$ cat src/rtl/rbm_iteration_scheduler.sv
// Drives one shared RBM layer engine through hidden/classify passes for a configured
// number of stochastic iterations, accumulates saturated classify sums and reports the argmax class.
module rbm_iteration_scheduler #(
  parameter int                  bitlength      = 12,
  parameter int                  output_dim     = 2,
  parameter int                  idx_width      = 1,
  parameter logic [bitlength-1:0] Inf           = 12'b0111_1111_1111,
  parameter int                  iter_width     = 8,
  parameter int                  timeout_cycles = 1024
) (
  input  logic                              clock,
  input  logic                              reset,
  input  logic                              in_valid,
  output logic                              in_ready,
  input  logic [iter_width-1:0]             iter_cfg,
  output logic                              layer_reset,
  output logic                              layer_start,
  output logic                              layer_sel,
  input  logic                              layer_done,
  input  logic [output_dim*bitlength-1:0]   layer_out,
  output logic [output_dim*bitlength-1:0]   out_data,
  output logic [idx_width-1:0]              class_idx,
  output logic                              out_valid,
  input  logic                              out_ready,
  output logic                              error,
  output logic                              busy
);

  localparam int wd_width = $clog2(timeout_cycles + 1);
  localparam logic [wd_width-1:0] wd_last = wd_width'(timeout_cycles - 1);
  localparam logic signed [bitlength:0] pos_lim = $signed({1'b0, Inf});
  localparam logic signed [bitlength:0] neg_lim = -pos_lim;
  localparam logic [bitlength-1:0] neg_inf = neg_lim[bitlength-1:0];

  typedef enum logic [2:0] {
    IDLE, CLR, H_START, H_WAIT, C_START, C_WAIT, ACCUM, DONE
  } state_t;

  state_t state_q, state_d;
  logic [iter_width-1:0] target_q, target_d;
  logic [iter_width-1:0] iter_cnt_q, iter_cnt_d;
  logic [wd_width-1:0] wd_q, wd_d;
  logic [output_dim-1:0][bitlength-1:0] acc_q, acc_d;
  logic [output_dim-1:0][bitlength-1:0] sample_q, sample_d;
  logic [output_dim-1:0][bitlength-1:0] out_data_q, out_data_d;
  logic [output_dim-1:0][bitlength-1:0] acc_sat;
  logic [idx_width-1:0] class_idx_q, class_idx_d;
  logic [idx_width-1:0] best_idx;
  logic error_q, error_d;
  logic in_ready_q, in_ready_d;
  logic layer_reset_q, layer_reset_d;
  logic layer_start_q, layer_start_d;
  logic layer_sel_q, layer_sel_d;
  logic out_valid_q, out_valid_d;
  logic busy_q, busy_d;

  // Sum at one extra bit so the clamp sees the true value, never a wrapped one.
  always_comb begin
    logic signed [bitlength:0] sum_w;
    sum_w   = '0;
    acc_sat = '0;
    for (int g = 0; g < output_dim; g++) begin
      sum_w = $signed({acc_q[g][bitlength-1], acc_q[g]}) +
              $signed({sample_q[g][bitlength-1], sample_q[g]});
      if (sum_w > pos_lim)
        acc_sat[g] = Inf;
      else if (sum_w < neg_lim)
        acc_sat[g] = neg_inf;
      else
        acc_sat[g] = sum_w[bitlength-1:0];
    end
  end

  always_comb begin
    logic signed [bitlength-1:0] best_val;
    best_idx = '0;
    best_val = acc_d[0];
    for (int g = 1; g < output_dim; g++) begin
      if ($signed(acc_d[g]) > best_val) begin
        best_val = acc_d[g];
        best_idx = idx_width'(g);
      end
    end
  end

  always_comb begin
    state_d     = state_q;
    target_d    = target_q;
    iter_cnt_d  = iter_cnt_q;
    wd_d        = wd_q;
    acc_d       = acc_q;
    sample_d    = sample_q;
    out_data_d  = out_data_q;
    class_idx_d = class_idx_q;
    error_d     = error_q;

    case (state_q)
      IDLE: begin
        if (in_valid) begin
          target_d    = (iter_cfg == '0) ? iter_width'(1) : iter_cfg;
          acc_d       = '0;
          iter_cnt_d  = '0;
          error_d     = 1'b0;
          class_idx_d = '0;
          state_d     = CLR;
        end
      end
      CLR: state_d = H_START;
      H_START: begin
        wd_d    = '0;
        state_d = H_WAIT;
      end
      H_WAIT: begin
        if (layer_done) begin
          state_d = C_START;
        end else if (wd_q == wd_last) begin
          error_d = 1'b1;
          state_d = DONE;
        end else begin
          wd_d = wd_q + 1'b1;
        end
      end
      C_START: begin
        wd_d    = '0;
        state_d = C_WAIT;
      end
      C_WAIT: begin
        if (layer_done) begin
          sample_d = layer_out;
          state_d  = ACCUM;
        end else if (wd_q == wd_last) begin
          error_d = 1'b1;
          state_d = DONE;
        end else begin
          wd_d = wd_q + 1'b1;
        end
      end
      ACCUM: begin
        acc_d      = acc_sat;
        iter_cnt_d = iter_cnt_q + 1'b1;
        state_d    = (iter_cnt_d == target_q) ? DONE : CLR;
      end
      DONE: begin
        if (out_ready) state_d = IDLE;
      end
      default: state_d = IDLE;
    endcase

    // Results are captured once on the way into DONE and then held.
    if (state_d == DONE && state_q != DONE) begin
      out_data_d  = acc_d;
      class_idx_d = best_idx;
    end

    in_ready_d    = (state_d == IDLE);
    layer_reset_d = (state_d == CLR);
    layer_start_d = (state_d == H_START) || (state_d == C_START);
    layer_sel_d   = (state_d == C_START) || (state_d == C_WAIT);
    out_valid_d   = (state_d == DONE);
    busy_d        = (state_d != IDLE);
  end

  always_ff @(posedge clock) begin
    if (reset) begin
      state_q       <= IDLE;
      target_q      <= '0;
      iter_cnt_q    <= '0;
      wd_q          <= '0;
      acc_q         <= '0;
      sample_q      <= '0;
      out_data_q    <= '0;
      class_idx_q   <= '0;
      error_q       <= 1'b0;
      in_ready_q    <= 1'b1;
      layer_reset_q <= 1'b0;
      layer_start_q <= 1'b0;
      layer_sel_q   <= 1'b0;
      out_valid_q   <= 1'b0;
      busy_q        <= 1'b0;
    end else begin
      state_q       <= state_d;
      target_q      <= target_d;
      iter_cnt_q    <= iter_cnt_d;
      wd_q          <= wd_d;
      acc_q         <= acc_d;
      sample_q      <= sample_d;
      out_data_q    <= out_data_d;
      class_idx_q   <= class_idx_d;
      error_q       <= error_d;
      in_ready_q    <= in_ready_d;
      layer_reset_q <= layer_reset_d;
      layer_start_q <= layer_start_d;
      layer_sel_q   <= layer_sel_d;
      out_valid_q   <= out_valid_d;
      busy_q        <= busy_d;
    end
  end

  assign in_ready    = in_ready_q;
  assign layer_reset = layer_reset_q;
  assign layer_start = layer_start_q;
  assign layer_sel   = layer_sel_q;
  assign out_data    = out_data_q;
  assign class_idx   = class_idx_q;
  assign out_valid   = out_valid_q;
  assign error       = error_q;
  assign busy        = busy_q;

endmodule

$ cat config.mk
export PLATFORM = sky130hd
export DESIGN_NAME = rbm_iteration_scheduler
export DESIGN_NICKNAME = d
export VERILOG_FILES = /design/src/rtl/rbm_iteration_scheduler.sv
export SDC_FILE = /design/constraint.sdc
export NUM_CORES = 1
export LEC_CHECK = 0
export CAP_MARGIN = 10
export CORE_UTILIZATION = 40
export DETAILED_ROUTE_END_ITERATION = 8
export SYNTH_ARGS = -nofsm -noshare
export SYNTH_HDL_FRONTEND = slang
export SYNTH_SLANG_ARGS = --single-unit
$ cat constraint.sdc
create_clock -name clock -period 3.89 [get_ports clock]
set_input_delay 0.778 -clock clock [delete_from_list [all_inputs] [get_ports clock]]
set_output_delay 0.778 -clock clock [all_outputs]
set_load 0.02 [all_outputs]
# [After elaboration in Yosys (flattened, before gate mapping)]
# Cells that the tools add are included.
[classes] add_sub_neg=4 multipliers=0 div_mod_pow=0 n_lt_le_gt_ge=5 n_eq_ne=19 shift=0 n_mux=26 n_bitwise=0 reduce_logical=20
[op_table] op="12-bit two-way mux" n=4
[op_table] op="24-bit case mux with 2 select lines" n=1
[op_table] op="12-bit by 12-bit adder with 13-bit output" n=2
[op_table] op="13-bit by 12-bit greater-than comparator with 1-bit output, second input constant" n=2
[op_table] op="13-bit by 12-bit < comparator with 1-bit output, second input constant" n=2
[op_table] op="24-bit two-way mux" n=1
[op_table] op="3-bit case mux with 8 select lines" n=1
[op_table] op="11-bit two-way mux" n=2
[op_table] op="11-bit case mux with 2 select lines" n=1
[op_table] op="3-bit equality test, second input constant" n=7
[op_table] op="3-bit two-way mux" n=6
[op_table] op="8-bit two-way mux" n=2
[op_table] op="8-bit case mux with 2 select lines" n=1
[op_table] op="12-bit greater-than comparator" n=1
[op_table] op="11-bit by 1-bit adder with 11-bit output, second input constant" n=1
[op_table] op="11-bit by 10-bit equality test with 1-bit output, second input constant" n=1
[op_table] op="2-bit nonzero test" n=5
[op_table] op="3-bit by 2-bit equality test with 1-bit output, second input constant" n=3
[op_table] op="8-bit by 1-bit adder with 8-bit output, second input constant" n=1
[op_table] op="8-bit equality test" n=1
[op_table] op="8-bit logical NOT" n=1
[op_table] op="2-bit AND reduction" n=4
[op_table] op="3-bit by 1-bit equality test with 1-bit output, second input constant" n=2
[op_table] op="3-bit logical NOT" n=2
[op_table] op="other kinds (11)" n=20
[word_totals] reg_bits=110 latchBits=0 ramBits=0 romBits=0 output_inout_bits=32 wordCells=92 mem_count=0

# [Logic depth before layout (Yosys ltp)]
[depth] word_depth=8 mapped_depth=20 depth_no_buf=20

# [Worst setup path before layout]
# Ideal clock, no wire load.
[synth_timing] path_type="reg-to-reg" start="register acc_q[0] (netlist name)" end="register class_idx_q (netlist: class_idx)" setup_time_ps=132 arrival_ps=3854 t_required_ps=3758 setup_slack_ps=-96 stages_incl_launch_ff=21 cell_sequence="dfxtp_1 -> ha_1 -> inv_1 -> fa_1 -> nor2b_1 -> o22ai_1 -> xor2_1 -> nand2_1 -> or4_4 -> o41ai_1 -> a221o_1 -> and2_1 -> ha_1 -> nor2b_1 -> o21a_1 -> o21a_1 -> o21ai_0 -> a311oi_1 -> nor3_1 -> o221a_2 -> nor3_1"
[synth_via] elab_chain_cells=8 elab_cells_between_ends=10 cone_classes="add/sub: 1; order compare: 3; mux: 6"
[synth_rtl] item="start: declaration" line_no="43" source="logic [output_dim-1:0][bitlength-1:0] acc_q, acc_d;"
[synth_rtl] item="start signal: assignment" line_no="169" source="acc_q <= '0;"
[synth_rtl] item="start signal: assignment" line_no="185" source="acc_q <= acc_d;"
[synth_rtl] item="12-bit by 12-bit adder with 13-bit output" line_no="63" source="sum_w = $signed({acc_q[g][bitlength-1], acc_q[g]}) +"
[synth_rtl] item="13-bit by 12-bit < comparator with 1-bit output" line_no="67" source="else if (sum_w < neg_lim)"
[synth_rtl] item="12-bit two-way mux" line_no="67"
[synth_rtl] item="12-bit two-way mux" line_no="65" source="if (sum_w > pos_lim)"
[synth_rtl] item="24-bit case mux with 2 select lines (*)" line_no="97" source="case (state_q)"
[synth_rtl] item="12-bit greater-than comparator (*)" line_no="79" source="if ($signed(acc_d[g]) > best_val) begin"
[synth_rtl] item="1-bit two-way mux (*)" line_no="79"
[synth_rtl] item="1-bit two-way mux (*)" line_no="150" source="if (state_d == DONE && state_q != DONE) begin"
[synth_rtl] item="end signal: assignment" line_no="188" source="class_idx_q <= class_idx_d;"
[synth_rtl] item="end: declaration" line_no="47" source="logic [idx_width-1:0] class_idx_q, class_idx_d;"
# Mark *: on every way between the ends. The rest lies on a longest branch, timed or not.
# A chain may end at the register's enable or synchronous reset.

# [Worst setup path after layout]
[layout_timing] start="register acc_q[12] (netlist name)" end="register class_idx_q (netlist: class_idx)"
# Same word-level chain as after synthesis.

==> run_summary.xml <==
<?xml version="1.0" encoding="UTF-8"?>
<metrics>
  <group name="status">
    <metric name="outcome" unit="">finished with violations</metric>
    <metric name="violated_checks" unit="">negative setup slack</metric>
  </group>
  <group name="cts">
    <metric name="cts-root-to-sink-buffers" unit="">2</metric>
    <metric name="clk_pin_slew" unit="ps">80</metric>
    <metric name="tritoncts_clock_tree" unit="">yes</metric>
    <metric name="worst_skew_pair.late_latency" unit="ps">350</metric>
    <metric name="clock_sink_count" unit="">110</metric>
    <metric name="ctsHoldBuffers" unit="">0</metric>
    <metric name="htreeDepth" unit="">3</metric>
    <metric name="total_clock_buffers_created_by_cts" unit="">9</metric>
    <metric name="cts_root_buf" unit="">clkbuf_16</metric>
  </group>
  <group name="cells_and_area">
    <metric name="drive_above_1_share" unit="%">19.8</metric>
    <metric name="post_layout_nets" unit="">996</metric>
    <metric name="final_cell_mix" unit="">buf_4 (119), dfxtp_1 (106), nor2_1 (98)</metric>
    <metric name="antenna_cells_inserted" unit="">0</metric>
    <metric name="commonest_non_fill_non_tap_cell_in_the_layout" unit="">buf_4</metric>
    <metric name="synthToLayoutAreaGrowth" unit="%">34.5</metric>
  </group>
  <group name="die">
    <metric name="die_height" unit="um">126</metric>
    <metric name="std_cell_rows" unit="">45</metric>
    <metric name="initial_core_util" unit="%">40.8</metric>
    <metric name="fp.coreArea" unit="um^2">15100</metric>
    <metric name="pin_count" unit="">69</metric>
    <metric name="fp.dieArea" unit="um^2">16000</metric>
    <metric name="die_x" unit="um">126</metric>
  </group>
  <group name="worst_setup_path">
    <metric name="timing_worst_setup_path_type" unit="">register to register</metric>
    <metric name="endpoint_kind" unit="">register</metric>
    <metric name="cp.required" unit="ps">4170</metric>
    <metric name="crit_path_frequent_cell" unit="">buf_4</metric>
    <metric name="worst-path-max-fanout" unit="">3</metric>
    <metric name="path_delay_family" unit="">compound AO/OA/AOI/OAI gates</metric>
    <metric name="path_cells" unit="">ha_2 -&gt; inv_2 -&gt; fa_2 -&gt; nor2b_4 -&gt; o31a_1 -&gt; or3_4 -&gt; a2111oi_4 -&gt; nand4_1 -&gt; buf_4 -&gt; buf_4 -&gt; buf_4 -&gt; buf_4 -&gt; nand4bb_1 -&gt; nand2_1 -&gt; ha_1 -&gt; nor2b_1 -&gt; o21a_1 -&gt; o21a_1 -&gt; o21ai_1 -&gt; a311oi_1 -&gt; nor3_1 -&gt; o221a_2 -&gt; nor3_2</metric>
    <metric name="crit_path_max_incr_delay" unit="ps">350</metric>
    <metric name="cp_max_stage_cell" unit="">or3_4</metric>
    <metric name="critical_path.n_buffers_inverters" unit="">5</metric>
    <metric name="setup.worst_path.start_class" unit="">register</metric>
    <metric name="cp.arrival" unit="ps">4410</metric>
  </group>
  <group name="yosys">
    <metric name="post_synth_fa_ha_maj_area_fraction" unit="%">8.34</metric>
    <metric name="synth.area.top_cells" unit="">dfxtp_1 (36%), ha_1 (7.7%), nor2_1 (5.9%)</metric>
    <metric name="yosysWarningCount" unit="">0</metric>
    <metric name="mappedNetlistArea" unit="um^2">6180</metric>
    <metric name="proportion_of_synthesized_area_in_mux_cells" unit="%">1.50</metric>
    <metric name="synth_async_sr_flop_share" unit="%">0</metric>
    <metric name="yosysTopAreaCellShare" unit="%">35.6</metric>
    <metric name="synth_simple_gate_area_share" unit="%">22.5</metric>
    <metric name="netlist-cell-type-count" unit="">75</metric>
    <metric name="synth_compound_area_share" unit="%">24.1</metric>
    <metric name="yosysTopAreaCell" unit="">dfxtp_1</metric>
    <metric name="synthesis.instances" unit="">754</metric>
    <metric name="synth_edf_count" unit="">0</metric>
    <metric name="mappedNetlistNets" unit="">831</metric>
    <metric name="synthXorXnorAreaFrac" unit="%">4.37</metric>
    <metric name="main_combinational_cell_family_by_area_after_synthesis" unit="">compound AO/OA/AOI/OAI gates</metric>
    <metric name="syn_area_per_cell" unit="um^2">8.20</metric>
    <metric name="ys_seq_elements" unit="">110</metric>
    <metric name="dominantRegCellSynth" unit="">dfxtp_1</metric>
    <metric name="ys_seq_area_share" unit="%">35.6</metric>
  </group>
  <group name="grt">
    <metric name="grt_pass1_wl" unit="um">28800</metric>
    <metric name="grt_start_max_net_pins" unit="">34</metric>
    <metric name="via_count_of_the_first_global_routing_pass" unit="">5927</metric>
    <metric name="grt-ovfl-total" unit="">0</metric>
    <metric name="number_of_antenna_violations_at_the_first_check_in_global_routing" unit="">0</metric>
    <metric name="total_routing_resource_utilization_after_global_routing" unit="%">22.4</metric>
  </group>
  <group name="placed_design">
    <metric name="gp_congestion" unit="">0.929</metric>
    <metric name="detailedPlacementHpwl" unit="um">13300</metric>
    <metric name="dp_worst_setup_slack" unit="ps">-342</metric>
    <metric name="portBuffers" unit="">68</metric>
  </group>
  <group name="detailed_routing">
    <metric name="total_routed_wirelength" unit="um">17400</metric>
    <metric name="final_routed_wire_length_divided_by_cell_count" unit="um">15.7</metric>
    <metric name="drc_errors" unit="">0</metric>
    <metric name="drt-pass1-iter-count" unit="">5</metric>
    <metric name="via_count" unit="">6097</metric>
    <metric name="drtIter0Drc" unit="">472</metric>
    <metric name="viasPerCell" unit="">5.48</metric>
    <metric name="drtAntennaViolNets" unit="">0</metric>
  </group>
  <group name="min_path">
    <metric name="holdCritPathClass" unit="">register to register</metric>
  </group>
  <group name="timing">
    <metric name="fin_setup_tns" unit="ps">-243</metric>
    <metric name="clock.fmax" unit="MHz">242</metric>
    <metric name="final.period_utilization" unit="%">106</metric>
    <metric name="timing.final.crit_period" unit="ps">4130</metric>
    <metric name="final.setup_skew" unit="ps">6.54</metric>
    <metric name="final_hold_vio_count" unit="">0</metric>
    <metric name="max-slew-margin-rel" unit="%">56.9</metric>
    <metric name="final.setup.worst_slack" unit="ps">-243</metric>
    <metric name="unrepaired_setup_endpoints_after_global_routing" unit="">yes</metric>
    <metric name="worst_slew_pin_slew" unit="ps">645</metric>
    <metric name="finalSetupViolCount" unit="">1</metric>
    <metric name="final.hold.worst_slack" unit="ps">464</metric>
    <metric name="final_max_slew_viol_count" unit="">0</metric>
  </group>
  <group name="pwr">
    <metric name="pwr_density_cell" unit="nW/um^2">269</metric>
    <metric name="vdd_drop_max" unit="uV">199</metric>
    <metric name="power_leakage" unit="nW">3.45</metric>
  </group>
  <group name="flow_run">
    <metric name="max-cap-violations" unit="">0</metric>
  </group>
</metrics>
-- synth_stat cells (4+ instances only) --
library cell	instances
a211oi_1	31
a21o_1	13
a21oi_1	73
a221oi_1	11
a22oi_1	4
a311oi_1	4
a31oi_1	6
and2_1	8
and3_1	10
buf_2	4
clkbuf_1	30
dfxtp_1	110
ha_1	38
inv_1	22
mux2i_1	7
nand2_1	88
nand3_1	13
nand3b_1	5
nand4_1	9
nor2_1	98
nor2b_1	14
nor3_1	14
o2111ai_1	4
o21a_1	6
o21ai_0	21
or2_2	5
xnor2_1	11
xor2_1	18
-- state kept, by name (all words and copies together), names as in the netlist --
register / flops
acc_q: 24
busy: 1
class_idx: 1
error: 1
in_ready: 1
iter_cnt_q: 8
layer_reset: 1
layer_sel: 1
layer_start: 1
out_data: 24
out_valid: 1
sample_q: 24
state_q: 3
target_q: 8
wd_q: 11
-- routing by layer --
metal | up-vias | wire [um] | GRT usage [%]
li1 | 3062 | - | -
met1 | 2861 | 8540 | 30.2
met2 | 152 | 7830 | 36.2
met3 | 22 | 732 | 3.37
met4 | 0 | 339 | 8.43
met5 | - | 0 | 0
-- tightest hold or removal path: cells and delay by family (launching register included) --
family	cells	cell delay, ps
compound gates	1	50
simple gates	1	50
flops	1	320
-- final timing paths --
kind / slack, ps / to / cells after the start / from
worst min-delay path: 460 / sample_q[18] / 2 / sample_q[18]
worst max-delay path: -240 / class_idx / 23 / acc_q[12]
worst min register to register: 460 / sample_q[18] / 2 / sample_q[18]
worst max register to register: -240 / class_idx / 23 / acc_q[12]
-- metrics by stage --
step                      cell area [um^2]  power (W)  utilization (%)  instances
final                                 8320    0.00224             54.9       1112
after CTS                             8270    0.00226             54.6       1112
after detailed placement              7890    0.00138             52.1       1091
after global routing                  8320    0.00233             54.9       1112
after floorplan                       6220    0.00128                -        754
after global placement                7890    0.00137             52.1       1091
-- cells by family (layout without fill, tap and decap cells) --
family          Yosys count  in the layout
simple gates            292            292
buf+inv                  57            227
mux                       9              9
flops                   110            110
xor+xnor                 30             30
compound gates          216            216
fa+ha+maj                40             40
-- cell type report --
class / count / area, um^2
clock buffer: 9 / 225
sequential: 110 / 2210
inverter: 22 / 82.6
fill: 1389 / 6830
clock inverter: 7 / 56.3
timing repair buffer: 189 / 1610
multi-input combinational: 587 / 3910
tap: 188 / 235
-- report_power, final --
group	total [W]	leakage (nW)	internal, W	switching, W
clock network	0.000888	0.137	0.000443	0.000445
logic	0.000197	2.42	0.0000930	0.000104
registers	0.00116	0.891	0.00114	0.0000135
-- what timing repair did --
action                     CTS  global route
pin swaps                   10            11
setup endpoints to repair    1             1
setup buffers                5             0
resized for setup           14             8
(Power assumes the default switching activity.)
